==> src/rtl/conv_stream_ctrl.sv <==
`default_nettype none
// ============================================================================
//  Module      : conv_stream_ctrl
//  Description : Frame sequencer for the KxK PE-array convolution wrapper.
//                Streams image columns from a word-addressed buffer strip by
//                strip, feeds the array, tags returned results with their
//                (strip, col) position and reports completion / errors.
//  Revision    : 1.0  initial release
// ============================================================================
module conv_stream_ctrl #(
    parameter int KERNEL_SIZE   = 3,
    parameter int DATA_WIDTH    = 8,
    parameter int DIM_WIDTH     = 10,
    parameter int ADDR_WIDTH    = 16,
    parameter int STRIP_GAP     = 3,
    parameter int DRAIN_TIMEOUT = 64
) (
    input  logic                              clk,
    input  logic                              rst,
    input  logic                              start,
    input  logic [DIM_WIDTH-1:0]              img_width,
    input  logic [DIM_WIDTH-1:0]              n_strips,
    output logic                              mem_rd_en,
    output logic [ADDR_WIDTH-1:0]             mem_addr,
    input  logic [DATA_WIDTH*KERNEL_SIZE-1:0] mem_rd_data,
    input  logic                              pe_ready,
    output logic                              pe_en,
    output logic [DATA_WIDTH*KERNEL_SIZE-1:0] pe_dataIn,
    input  logic                              pe_done,
    output logic                              res_valid,
    output logic [DIM_WIDTH-1:0]              res_strip,
    output logic [DIM_WIDTH-1:0]              res_col,
    output logic                              busy,
    output logic                              done,
    output logic                              err
);

    localparam int c_word_w = DATA_WIDTH * KERNEL_SIZE;
    localparam int c_gap_w  = (STRIP_GAP > 1) ? $clog2(STRIP_GAP) : 1;
    localparam int c_tmo_w  = (DRAIN_TIMEOUT > 1) ? $clog2(DRAIN_TIMEOUT) : 1;

    localparam logic [c_gap_w-1:0]   c_gap_last = c_gap_w'(STRIP_GAP - 1);
    localparam logic [c_gap_w-1:0]   c_gap_one  = c_gap_w'(1);
    localparam logic [c_tmo_w-1:0]   c_tmo_last = c_tmo_w'(DRAIN_TIMEOUT - 1);
    localparam logic [c_tmo_w-1:0]   c_tmo_one  = c_tmo_w'(1);
    localparam logic [DIM_WIDTH-1:0] c_dim_one  = DIM_WIDTH'(1);

    typedef enum logic [2:0] {
        S_IDLE   = 3'd0,
        S_STREAM = 3'd1,
        S_GAP    = 3'd2,
        S_DRAIN  = 3'd3,
        S_FINISH = 3'd4
    } state_t;

    state_t                 state_q,     state_d;
    logic [DIM_WIDTH-1:0]   width_q,     width_d;
    logic [DIM_WIDTH-1:0]   nstrips_q,   nstrips_d;
    logic [DIM_WIDTH-1:0]   col_q,       col_d;
    logic [DIM_WIDTH-1:0]   strip_q,     strip_d;
    logic [ADDR_WIDTH-1:0]  base_q,      base_d;
    logic [c_gap_w-1:0]     gap_q,       gap_d;
    logic [c_tmo_w-1:0]     drain_q,     drain_d;
    logic                   busy_q,      busy_d;
    logic                   done_q,      done_d;
    logic                   err_q,       err_d;
    logic                   rd_v1_q,     rd_v1_d;
    logic                   pe_en_q,     pe_en_d;
    logic [c_word_w-1:0]    pe_data_q,   pe_data_d;
    logic                   res_valid_q, res_valid_d;
    logic [DIM_WIDTH-1:0]   res_strip_q, res_strip_d;
    logic [DIM_WIDTH-1:0]   res_col_q,   res_col_d;
    logic [DIM_WIDTH-1:0]   rs_q,        rs_d;
    logic [DIM_WIDTH-1:0]   rc_q,        rc_d;

    logic w_accept;
    logic w_abort;
    logic w_res_live;
    logic w_res_take;
    logic w_all_in;

    // A start only launches a frame from a fully quiet controller with the array ready.
    assign w_accept   = (state_q == S_IDLE) && start && pe_ready && !busy_q;
    // Losing the array mid-frame kills the frame at the next edge.
    assign w_abort    = (state_q != S_IDLE) && !pe_ready;
    assign w_res_live = (state_q == S_STREAM) || (state_q == S_GAP) || (state_q == S_DRAIN);
    assign w_res_take = pe_done && w_res_live;
    // Result counters wrap rc into rs, so rs reaching n_strips means every result arrived.
    assign w_all_in   = (rs_d == nstrips_q);

    // Frame FSM: next state, strip/column walk, gap and drain timers, status flags.
    always_comb begin
        state_d   = state_q;
        width_d   = width_q;
        nstrips_d = nstrips_q;
        col_d     = col_q;
        strip_d   = strip_q;
        base_d    = base_q;
        gap_d     = gap_q;
        drain_d   = drain_q;
        busy_d    = busy_q;
        done_d    = 1'b0;
        err_d     = err_q;

        case (state_q)
            S_IDLE: begin
                busy_d = w_accept;
                if (w_accept) begin
                    width_d   = img_width;
                    nstrips_d = n_strips;
                    err_d     = 1'b0;
                    col_d     = '0;
                    strip_d   = '0;
                    base_d    = '0;
                    gap_d     = '0;
                    drain_d   = '0;
                    if ((img_width == '0) || (n_strips == '0)) begin
                        state_d = S_FINISH;
                    end else begin
                        state_d = S_STREAM;
                    end
                end
            end
            S_STREAM: begin
                if (col_q == width_q - c_dim_one) begin
                    col_d = '0;
                    if (strip_q == nstrips_q - c_dim_one) begin
                        state_d = S_DRAIN;
                        drain_d = '0;
                    end else begin
                        state_d = S_GAP;
                        gap_d   = '0;
                    end
                end else begin
                    col_d = col_q + c_dim_one;
                end
            end
            S_GAP: begin
                if (gap_q == c_gap_last) begin
                    state_d = S_STREAM;
                    strip_d = strip_q + c_dim_one;
                    // Running base avoids a strip*width multiplier; wraps naturally.
                    base_d  = base_q + ADDR_WIDTH'(width_q);
                end else begin
                    gap_d = gap_q + c_gap_one;
                end
            end
            S_DRAIN: begin
                // A result landing on the timeout cycle is counted before timing out.
                if (w_all_in) begin
                    state_d = S_FINISH;
                end else if (drain_q == c_tmo_last) begin
                    state_d = S_FINISH;
                    err_d   = 1'b1;
                end else begin
                    drain_d = drain_q + c_tmo_one;
                end
            end
            S_FINISH: begin
                // done lands next cycle; busy is released one cycle after that.
                done_d  = 1'b1;
                state_d = S_IDLE;
            end
            default: begin
                state_d = S_IDLE;
            end
        endcase

        if (pe_done && !w_res_live) begin
            err_d = 1'b1;
        end

        if (w_abort) begin
            state_d = S_IDLE;
            busy_d  = 1'b0;
            done_d  = 1'b1;
            err_d   = 1'b1;
        end
    end

    // Two-stage pixel pipe: read issue -> buffer data -> registered pixel bus + enable.
    always_comb begin
        rd_v1_d   = (state_q == S_STREAM) && !w_abort;
        pe_en_d   = rd_v1_q && !w_abort;
        pe_data_d = pe_data_q;
        if (rd_v1_q && !w_abort) begin
            pe_data_d = mem_rd_data;
        end
    end

    // Result tagging: stamp each accepted pe_done with the running (strip, col).
    always_comb begin
        res_valid_d = w_res_take;
        res_strip_d = res_strip_q;
        res_col_d   = res_col_q;
        rs_d        = rs_q;
        rc_d        = rc_q;
        if (w_accept) begin
            rs_d = '0;
            rc_d = '0;
        end else if (w_res_take) begin
            res_strip_d = rs_q;
            res_col_d   = rc_q;
            if (rc_q == width_q - c_dim_one) begin
                rc_d = '0;
                rs_d = rs_q + c_dim_one;
            end else begin
                rc_d = rc_q + c_dim_one;
            end
        end
    end

    // State and datapath registers; asynchronous clear to the idle frame.
    always_ff @(posedge clk or posedge rst) begin
        if (rst) begin
            state_q     <= S_IDLE;
            width_q     <= '0;
            nstrips_q   <= '0;
            col_q       <= '0;
            strip_q     <= '0;
            base_q      <= '0;
            gap_q       <= '0;
            drain_q     <= '0;
            busy_q      <= 1'b0;
            done_q      <= 1'b0;
            err_q       <= 1'b0;
            rd_v1_q     <= 1'b0;
            pe_en_q     <= 1'b0;
            pe_data_q   <= '0;
            res_valid_q <= 1'b0;
            res_strip_q <= '0;
            res_col_q   <= '0;
            rs_q        <= '0;
            rc_q        <= '0;
        end else begin
            state_q     <= state_d;
            width_q     <= width_d;
            nstrips_q   <= nstrips_d;
            col_q       <= col_d;
            strip_q     <= strip_d;
            base_q      <= base_d;
            gap_q       <= gap_d;
            drain_q     <= drain_d;
            busy_q      <= busy_d;
            done_q      <= done_d;
            err_q       <= err_d;
            rd_v1_q     <= rd_v1_d;
            pe_en_q     <= pe_en_d;
            pe_data_q   <= pe_data_d;
            res_valid_q <= res_valid_d;
            res_strip_q <= res_strip_d;
            res_col_q   <= res_col_d;
            rs_q        <= rs_d;
            rc_q        <= rc_d;
        end
    end

    // Reads are issued straight from the walk counters so the latency stays fixed.
    assign mem_rd_en = (state_q == S_STREAM);
    assign mem_addr  = mem_rd_en ? (base_q + ADDR_WIDTH'(col_q)) : '0;
    assign pe_en     = pe_en_q;
    assign pe_dataIn = pe_data_q;
    assign res_valid = res_valid_q;
    assign res_strip = res_strip_q;
    assign res_col   = res_col_q;
    assign busy      = busy_q;
    assign done      = done_q;
    assign err       = err_q;

endmodule
`default_nettype wire

==> config.mk <==
export PLATFORM = sky130hd
export DESIGN_NAME = conv_stream_ctrl
export DESIGN_NICKNAME = d
export VERILOG_FILES = /design/src/rtl/conv_stream_ctrl.sv
export SDC_FILE = /design/constraint.sdc
export NUM_CORES = 1
export LEC_CHECK = 0
export ABC_AREA = 1
export CAP_MARGIN = 20
export CORE_ASPECT_RATIO = 0.8
export CORE_MARGIN = 8
export CORE_UTILIZATION = 60
export CTS_CLUSTER_DIAMETER = 30
export DETAILED_ROUTE_END_ITERATION = 6
export PLACE_DENSITY_LB_ADDON = 0.2
export SLEW_MARGIN = 15
export SYNTH_ARGS = -nofsm -noshare
export SYNTH_HDL_FRONTEND = slang
export SYNTH_SLANG_ARGS = --single-unit
==> constraint.sdc <==
create_clock -name clk -period 8.3 [get_ports clk]
set_input_delay 1.245 -clock clk [delete_from_list [all_inputs] [get_ports clk]]
set_output_delay 1.245 -clock clk [all_outputs]
set_load 0.05 [all_outputs]
==> impl_metrics.csv <==
group,metric,value,unit
critical_path,required,7.05,ns
timing,worstMarginPinSlew,0.959,ns
yosys,syn_area,8130,um2
clock_network,cts_resized,0,
power_and_ir_drop,p_total,3790,uW
timing,period_share,0.622,
yosys,synth_area_leaders,"dfrtp_1 (42%), nand2_1 (14%), inv_1 (6.7%)",
critical_path,rrSetupSlack,4.66,ns
cells_and_area,antenna_cells,0,
worst_hold_path,holdPathEnd,"err",
global_routing,grt_pass1_wl,34.7,mm
timing,timing.slew.headroom,0.360,
clock_network,clk_latency,0.42,ns
yosys,yosysTopAreaCellShare,0.422,
timing,rsz0062_at_grt,"no",
timing,hold_viol,0,
placed_design,dp_cells,1361,
power_and_ir_drop,ir_worst_vdd,218,uV
yosys,synth.avg_cell_area,7.49,um2
timing,finalSetupViolCount,0,
power_and_ir_drop,power_density,378,nW/um2
timing,max_freq,194,MHz
yosys,synthArstFlopShare,1.00,
cells_and_area,area_growth,23.4,%
die,initial_core_util,0.606,
critical_path,cp_data_arrival_time,3.92,ns
cells_and_area,largest_reg_flops,24,
run_status,outcome,"finished clean",
critical_path,worstRegToRegCells,19,
die,rows,38,
yosys,synth_seq_area_share,0.422,
critical_path,r2r-end,"state_q[1]",
worst_hold_path,min_path_type,"reg -> reg",
routing,ant_nets,0,
cells_and_area,final_nets,1279,
clock_network,cts_tree,"yes",
clock_network,cts-htree-levels,4,
placed_design,port_buffers,114,
critical_path,worstSetupPathType,"reg -> out",
clock_network,numClockSinks,137,
clock_network,clkTransAtPathRegs,0.06,ns
flow_run,max-cap-violations,0,
worst_hold_path,worstHoldStart,"err",
yosys,ys_seq_elements,137,
clock_network,clockBufferDepth,2,
yosys,ys_warn_count,0,
die,die_w,146,um
timing,fin_crit,5.16,ns
yosys,synthFlopType,"dfrtp_1",
clock_network,cts-root-buf,"clkbuf_16",
power_and_ir_drop,leakagePower,0.00488,uW
cells_and_area,layout-drive-gt1-share,0.0602,
yosys,post_synth_most_frequent_cells,"nand2_1 (293), inv_1 (145), dfrtp_1 (137)",
yosys,syn_inst,1085,
global_routing,antenna_found_initial,0,
placed_design,gp_congestion,0.895,
die,die-area,17500,um2
global_routing,grt_max_degree,78,
die,coreArea,13400,um2
routing,route.detailed.drc,0,
placed_design,dp_hpwl,15.2,mm
cells_and_area,stdcell_count,1392,
routing,avgRoutedWirePerCell,14.9,um
yosys,synth_cell_type_count,45,
timing,tns,0,ns
global_routing,grt_pass1_vias,7095,
global_routing,overflow,0,
timing,fin_skew,0.00562,ns
critical_path,critPathMaxFanout,5,
critical_path,worst_setup_path_start_kind,"flip-flop",
yosys,yosysMostFrequentCell,"nand2_1",
clock_network,cts_buffers,17,
routing,viasPerCell,5.34,
global_routing,gr-usage-all-layers,0.243,
timing,drv_slew,0,
critical_path,r2r_start,"width_q[0]",
routing,drt_iter0_drc,521,
yosys,synth_nets,1164,
clock_network,postCtsSetupRepairBufs,0,
critical_path,worst_setup_path_end_kind,"output port",
yosys,synth_edf_count,0,
routing,dr.pass1.iters,7,
clock_network,cts_hold_buf,0,
worst_hold_path,holdPathStages,2,
routing,routed_wl,20.7,mm
die,io_pins,115,
yosys,yosys.area.top_type,"dfrtp_1",
die,die_h,120,um
routing,vias,7428,
[per-stage QoR]
stage	setup slack, ns	utilization	instance area [um2]	hold WS, ns
6_report	3.14	0.748	10000	0.475
5_1_grt	2.70	0.748	10000	0.496
4_1_cts	3.12	0.748	10000	0.480
3_5_place_dp	3.58	0.703	9420	0.465
3_3_place_gp	3.63	0.703	9420	0.461
2_1_floorplan	3.39	-	8130	0.476
[layout make-up]
class                   instances  area (um2)
inverters                     149         564
multi-input cells             776        4030
clock buffers                  18         429
fillers                      1041        3380
repair buffers                119        1180
well taps                     180         225
flip-flops and latches        137        3430
clock inverters                13         178
[power breakdown]
| group | internal (uW) | leakage [uW] | total (uW) | switching [uW] |
|---|---|---|---|---|
| sequential | 887 | 0.00181 | 1110 | 227 |
| clock | 499 | 0.000296 | 790 | 291 |
| combinational | 615 | 0.00277 | 1880 | 1270 |
| total | 2000 | 0.00488 | 3790 | 1790 |
[cell families after synthesis]
family,after synthesis,share of synthesized area
xor+xnor,39,0.0437
compound gates,161,0.112
simple gates,546,0.292
fa+ha+maj,30,0.0480
flops,137,0.422
buf+inv,172,0.0828
[cells in the final DEF (no fill, tap or decap), types with 5 or more instances in the layout]
| master | netlist | final |
|---|---|---|
| a21oi_1 | 34 | 34 |
| xnor2_1 | 5 | 5 |
| o22ai_1 | 13 | 13 |
| clkbuf_16 | 0 | 17 |
| nand2_1 | 293 | 293 |
| clkinv_2 | 0 | 5 |
| nand3_2 | 5 | 5 |
| ha_1 | 28 | 28 |
| nand3_1 | 67 | 67 |
| clkdlybuf4s50_1 | 0 | 114 |
| xor2_1 | 33 | 33 |
| nand4_1 | 23 | 23 |
| inv_1 | 145 | 144 |
| nand2_2 | 11 | 11 |
| dfrtp_1 | 137 | 137 |
| buf_4 | 0 | 5 |
| nor3_1 | 23 | 23 |
| nor4_1 | 9 | 9 |
| o21ai_0 | 83 | 83 |
| nor2_1 | 99 | 99 |
[layer usage]
layer  GRT usage  up-vias  wire [um]
met3      0.0621       36       1420
li1            -     3760          -
met4      0.0899        0        451
met1       0.331     3368       9570
met5           0        -          0
met2       0.370      264       9300
[worst max-delay path, cell delays in order (launching register included)]
cell	delay [ns]
dfrtp_1	0.43
ha_1	0.26
fa_1	0.39
nand2_1	0.07
inv_1	0.05
nor2_1	0.08
nor2_1	0.05
nor2_1	0.08
nor2_1	0.05
o21ai_0	0.13
nand2_1	0.10
nand2_1	0.07
nand2_1	0.05
a21oi_1	0.19
nor2_1	0.06
o21ai_0	0.14
nand2_1	0.08
nand2_1	0.08
nor2_1	0.06
nand2_1	0.07
o21ai_0	0.07
a21oi_1	0.13
clkdlybuf4s50_1	0.82
[how the worst max path moves through the flow]
stage	cells past startpoint	end	startpoint	slack, ns
5_1_grt	20	mem_addr[12]	col_q[0]	2.70
4_1_cts	22	mem_addr[14]	col_q[0]	3.12
2_1_floorplan	1	base_q[0]	rst	3.39
3_5_place_dp	22	mem_addr[14]	col_q[0]	3.58
3_3_place_gp	22	mem_addr[14]	col_q[0]	3.63
6_report	22	mem_addr[14]	col_q[0]	3.14
Power figures use the tool's default switching activity.
